`src/rtl/pipe_stage_buf.sv`:
```
// pipe_stage_buf: elastic valid/ready pipeline-stage register holding DEPTH entries with flush-to-bubble.
// Optional stall/full cycle counters are enabled by defining PIPE_STAGE_STALL_CNT_EN.
module pipe_stage_buf #(
  parameter int WIDTH = 32,
  parameter int DEPTH = 2,
  parameter logic [WIDTH-1:0] BUBBLE = '0
) (
  input  logic                         clk,
  input  logic                         rstn,
  input  logic                         flush,
  input  logic                         in_valid,
  output logic                         in_ready,
  input  logic [WIDTH-1:0]             in_data,
  output logic                         out_valid,
  input  logic                         out_ready,
  output logic [WIDTH-1:0]             out_data,
  output logic [$clog2(DEPTH+1)-1:0]   count
`ifdef PIPE_STAGE_STALL_CNT_EN
  ,
  output logic [31:0]                  stall_cnt,
  output logic [31:0]                  full_cnt
`endif
);
  localparam int CW = $clog2(DEPTH+1);
  localparam int PW = DEPTH > 1 ? $clog2(DEPTH) : 1;

  logic [WIDTH-1:0] mem_q [DEPTH];
  logic [WIDTH-1:0] mem_d [DEPTH];
  logic [PW-1:0]    rd_ptr_q, rd_ptr_d, wr_ptr_q, wr_ptr_d;
  logic [CW-1:0]    count_q, count_d;
  logic             push, pop;

  assign in_ready  = count_q != CW'(DEPTH);
  assign out_valid = count_q != '0;
  assign out_data  = out_valid ? mem_q[rd_ptr_q] : BUBBLE;
  assign count     = count_q;
  assign push      = in_valid & in_ready & ~flush;
  assign pop       = out_valid & out_ready & ~flush;

  // Next-state: flush clears everything to bubbles; otherwise write at wr_ptr and advance wrapping pointers.
  always_comb begin
    for (int i = 0; i < DEPTH; i++) mem_d[i] = flush ? BUBBLE : mem_q[i];
    if (push) mem_d[wr_ptr_q] = in_data;
    wr_ptr_d = flush ? '0 : !push ? wr_ptr_q : (wr_ptr_q == PW'(DEPTH-1)) ? '0 : wr_ptr_q + 1'b1;
    rd_ptr_d = flush ? '0 : !pop ? rd_ptr_q : (rd_ptr_q == PW'(DEPTH-1)) ? '0 : rd_ptr_q + 1'b1;
    count_d  = flush ? '0 : count_q + CW'(push) - CW'(pop);
  end

  // Storage, pointers and occupancy registers.
  always_ff @(posedge clk or negedge rstn) begin
    if (!rstn) begin
      mem_q    <= '{default: BUBBLE};
      rd_ptr_q <= '0;
      wr_ptr_q <= '0;
      count_q  <= '0;
    end else begin
      mem_q    <= mem_d;
      rd_ptr_q <= rd_ptr_d;
      wr_ptr_q <= wr_ptr_d;
      count_q  <= count_d;
    end
  end

`ifdef PIPE_STAGE_STALL_CNT_EN
  logic [31:0] stall_cnt_q, stall_cnt_d, full_cnt_q, full_cnt_d;

  assign stall_cnt = stall_cnt_q;
  assign full_cnt  = full_cnt_q;

  // Saturating counters: downstream stalls (flush cycles excluded) and upstream blocked by full.
  always_comb begin
    stall_cnt_d = (out_valid & ~out_ready & ~flush & ~&stall_cnt_q) ? stall_cnt_q + 1'b1 : stall_cnt_q;
    full_cnt_d  = (in_valid & ~in_ready & ~&full_cnt_q) ? full_cnt_q + 1'b1 : full_cnt_q;
  end

  // Counters are cleared only by reset, never by flush.
  always_ff @(posedge clk or negedge rstn) begin
    if (!rstn) begin
      stall_cnt_q <= '0;
      full_cnt_q  <= '0;
    end else begin
      stall_cnt_q <= stall_cnt_d;
      full_cnt_q  <= full_cnt_d;
    end
  end
`endif
endmodule

```
`config.mk`:
```
export PLATFORM = sky130hd
export DESIGN_NAME = pipe_stage_buf
export DESIGN_NICKNAME = d
export VERILOG_FILES = /design/src/rtl/pipe_stage_buf.sv
export SDC_FILE = /design/constraint.sdc
export NUM_CORES = 1
export LEC_CHECK = 0
export ABC_AREA = 0
export BUFFER_PORTS_ARGS = -buffer_cell sky130_fd_sc_hd__buf_4
export CORE_AREA = 10 10 85 106
export DETAILED_ROUTE_END_ITERATION = 7
export DIE_AREA = 0 0 95 116
export PLACE_DENSITY = 0.86
export REMOVE_ABC_BUFFERS = 1
export SYNTH_ARGS = -nofsm -noshare
export SYNTH_HDL_FRONTEND = slang
export SYNTH_SLANG_ARGS = --single-unit
```
`constraint.sdc`:
```
create_clock -name clk -period 2.46 [get_ports clk]
set_input_delay 0.246 -clock clk [delete_from_list [all_inputs] [get_ports clk]]
set_output_delay 0.246 -clock clk [all_outputs]
set_load 0.03 [all_outputs]
```
Word-level counts from Yosys, hierarchy flattened
Index checks and enable logic that the tools add are counted.
{ "totals": {"latch_bits": 0, "mem_bits_ro": 0, "ramBits": 0, "output_inout_bits": 36, "inputBits": 37, "elab_cells": 41, "n_memories": 0, "reg_bits": 68} }
{ "classes": {"n_lt_le_gt_ge": 3, "n_mux": 17, "div_mod_pow": 0, "n_shift": 0, "eq_ne": 1, "reduce_logical": 4, "n_addsub": 4, "multipliers": 0, "bitwise": 7} }
{ "op_table": {"columns": ["operator", "count"], "rows": [
  ["$mux W32", 7],
  ["$bwmux W64", 1],
  ["$mux W64", 1],
  ["$demux W32 S1", 1],
  ["$mux W1", 6],
  ["$reduce_bool A2 Y1", 3],
  ["$and A1 B1 Y1", 4],
  ["$ge A2 B2 Y1 const B", 2],
  ["$not A1 Y2", 2],
  ["$add A1 B1 Y1 const B", 2],
  ["$add A2 B1 Y2", 1],
  ["$lt A2 B1 Y1 const B", 1],
  ["$mux W2", 1],
  ["$ne A2 B2 Y1 const B", 1],
  ["$sub A2 B1 Y2", 1],
  ["$logic_and A1 B1 Y1", 1],
  ["$not A1 Y1", 1]
]} }

Depth between registers and ports, before layout
{ "depth": {"ltp_word": 7, "depth_mapped": 9, "mapped_depth_nobuf": 8} }

Least setup slack after synthesis
Ideal clock, no wire load.
{ "synth_timing": {"path_type": "reg-to-reg", "startpoint": "register count_q[1], in the netlist count[1]", "endpoint": "register count_q[1], in the netlist count[1]", "period_less_slack_ns": 2.013, "setup_slack_ns": 0.447, "required_time_ns": 2.374, "setup_ns": 0.086, "stages_incl_launch_ff": 9, "path_buffers": 0, "arrival_time_ns": 1.927, "path_cell_list": "dfrtp_1 nor2b_4 or3_1 ha_1 inv_1 ha_1 xor2_1 and2_2 nor3_1"} }
{ "synth_between": {"elab_chain_cells": 6, "elab_cells_between_ends": 9, "cone_classes": "2 x add/sub; 1 x eq/ne; 1 x mux; 4 x bitwise; 1 x reduce/logical"} }
{ "synth_rtl": {"columns": ["element", "line_no", "source"], "rows": [
  ["from (decl)", "30", "logic [CW-1:0] count_q, count_d;"],
  ["from (signal assigned)", "60", "count_q <= count_d;"],
  ["$ne A2 B2 Y1", "33", "assign in_ready = count_q != CW'(DEPTH);"],
  ["$and A1 B1 Y1 (2 in series)", "37", "assign push = in_valid & in_ready & ~flush;"],
  ["$add A2 B1 Y2", "46", "count_d = flush ? '0 : count_q + CW'(push) - CW'(pop);"],
  ["$sub A2 B1 Y2 *", "46", null],
  ["$mux W2 *", "46", null],
  ["net count_d[1]", "30", null]
]} }
Mark *: on every way through the listed nets, which the timed path passes. The rest lies on a longest branch.
A chain may end at the register's enable or synchronous reset.

Worst setup path after layout
Same ends and word-level chain as after synthesis.

==> flow_summary.ini <==
[power_and_ir_drop]
vdd_drop_max_v = 0.000383
p_leak_nw = 2.13
p_per_area_nw_per_um2 = 623

[clock_network]
cts_hold_buf = 0
post-cts-setup-buffer-count = 0
cts_tree = built
htree_levels = 3
cts_inserted_buffers = 9
cts_sinks = 68
cts.repair.resized = 0
clk_path_buf_depth = 2
cts_root_buffer = clkbuf_8
clock_insertion_delay_worst_skew_ns = 0.34
clk_pin_slew_worst_paths_ns = 0.07

[placed_design]
gp_congestion = 0.763
dp_hpwl_microns = 5600
port_buffers = 72
dpl_worst_slack_ns = 0.533

[drt]
vias = 2794
firstDrtPassIters = 5
drt_iter0_drc = 191
ant_nets = 0
drc = 0
wl_microns = 8560
post_drt_wl_per_cell_microns = 16.1
viasPerCell = 5.25

[logic_synthesis]
synth_area_sq_um = 3730
synth_area_per_cell_sq_um = 9.88
synth_compound_area_share_pct = 9.00
yosysTopAreaCell = dfrtp_1
synth_cell_types = 21
ys.warnings.count = 0
muxShareOfSynthArea_pct = 17.2
synth_xor_area_share_pct = 0.470
synth_seq_cells = 68
synth_cells = 377
synthTopCellsByArea = dfrtp_1 (46%), mux2i_1 (17%), nand2b_1 (11%)
synth_top_family_by_area = simple AND/OR/NAND/NOR gates
synth_top_cell_area_share_pct = 45.7
yosys.area_share.simple_pct = 21.8
yosys.area_share.adder_pct = 0.672
yosysSeqAreaShare_pct = 45.7

[timing]
fmax_ghz = 0.516
finalHoldViolCount = 1
drv_slew = 0
worstMarginPinSlew_ns = 0.868
final.min_clock_period_ns = 1.94
worst_slack_ns = 0.522
rsz0062_at_grt = false
setup_viol = 0
period_share_pct = 78.8
finalClockSkew_ns = 0.0119
timing.setup.tns_ns = 0
holdWs_ns = -0.000880
maxSlewHeadroom_pct = 42.2

[setup_path]
cp-start-kind = flip-flop
worstPathArrival_ns = 2.18
crit_type = reg -> reg
worst_setup_path_end_kind = flip-flop
crit_fanout = 6
required_ns = 2.70

[run_status]
status = complete, but fails checks
violations = hold timing

[die]
row_count = 34
dieHeight_microns = 116
start_util_pct = 54.1
io_pins = 73
dieArea_sq_um = 11000
die_w_microns = 95
core_area_sq_um = 6890

[final_layout]
mostFrequentLayoutCells = buf_4 (80), dfrtp_1 (67), nand2b_1 (65)
area_delta_synth_final_pct = 18.8
utilization_pct = 64.2
drive_gt1_share_pct = 22.6
final_common_cell = buf_4
antenna_cells = 0
nNetsFinal = 477

[hold_path]
hold_class = in -> async

[grt]
gr-total-overflow = 0
grt_pass1_wl_microns = 14000
grt_antenna_before_repair = 0
grt.total_usage_pct = 15.9
grt_max_degree = 70
grt_pass1_vias = 2924

[job]
maxCapViolations = 0
==> power breakdown <==
part	switching [mW]	internal, mW	total, mW
Clock	0.416	0.359	0.775
Combinational	0.447	0.289	0.736
Sequential	0.0494	1.20	1.25
Total	0.912	1.85	2.76
==> path summary, 6_finish.rpt <==
path,startpoint,cells past startpoint,slack (ns),end
worst max-delay path,count[1],8,0.52,count[1]
worst min-delay path,rstn,1,-0.0009,mem_q[62]
worst max register to register,count[1],8,0.52,count[1]
worst min register to register,mem_q[6],2,0.54,mem_q[6]
max in group asynchronous,rstn,1,1.82,rd_ptr_q
min in group clk,in_data[26],3,0.18,mem_q[58]
==> area by class of cell <==
| class | instances | area (sq um) |
|---|---|---|
| Clock inverter | 4 | 27.5 |
| Inverter | 4 | 17.5 |
| Tap cell | 90 | 113 |
| Multi-Input combinational cell | 275 | 1830 |
| Clock buffer | 11 | 131 |
| Timing Repair Buffer | 80 | 601 |
| Fill cell | 588 | 2470 |
| Sequential cell | 68 | 1700 |
==> synth_stat cells, drive strengths merged <==
master	n
a21oi	1
and2	1
buf	15
clkbuf	15
dfrtp	68
ha	2
inv	4
mux2i	64
nand2b	66
nand3	1
nor2	36
nor2b	34
nor3	1
o21ai	66
or3	1
xor2	2
==> worst max-delay path: stages (launching register included) <==
cell     delay, ns
dfrtp_1       0.44
nor2b_4       0.15
or3_1         0.31
ha_1          0.28
inv_1         0.04
ha_1          0.18
xor2_1        0.15
and2_2        0.19
nor3_1        0.12
==> metrics by stage <==
step / power [mW] / hold WS, ns / cell area [sq um] / std cells
2_1_floorplan: 1.71 / -0.0496 / 3550 / 347
3_3_place_gp: 2.00 / 0.396 / 4270 / 517
3_5_place_dp: 2.01 / 0.405 / 4270 / 517
4_1_cts: 2.77 / 0.0350 / 4430 / 532
5_1_grt: 2.89 / 0.0772 / 4430 / 532
6_report: 2.76 / -0.000880 / 4430 / 532
==> registers in the layout, summed over array words and instances, names as in the netlist <==
signal,cells
wr_ptr_q,1
count,2
rd_ptr_q,1
mem_q,64
==> cells by family (layout without fill, tap and decap cells) <==
logic type / count (synthesis) / count (layout)
buf+inv: 34 / 99
compound gates: 67 / 67
xor+xnor: 2 / 2
fa+ha+maj: 2 / 2
flops: 68 / 68
simple gates: 140 / 140
mux: 64 / 64
==> routing by layer <==
layer / vias to the layer above / wire length, microns / global-route usage [%]
met5: - / 0 / 0
met4: 0 / 121 / 6.80
met3: 8 / 321 / 2.85
met2: 52 / 4440 / 27.6
met1: 1359 / 3670 / 18.8
li1: 1375 / - / -
Power figures use the tool's default switching activity.
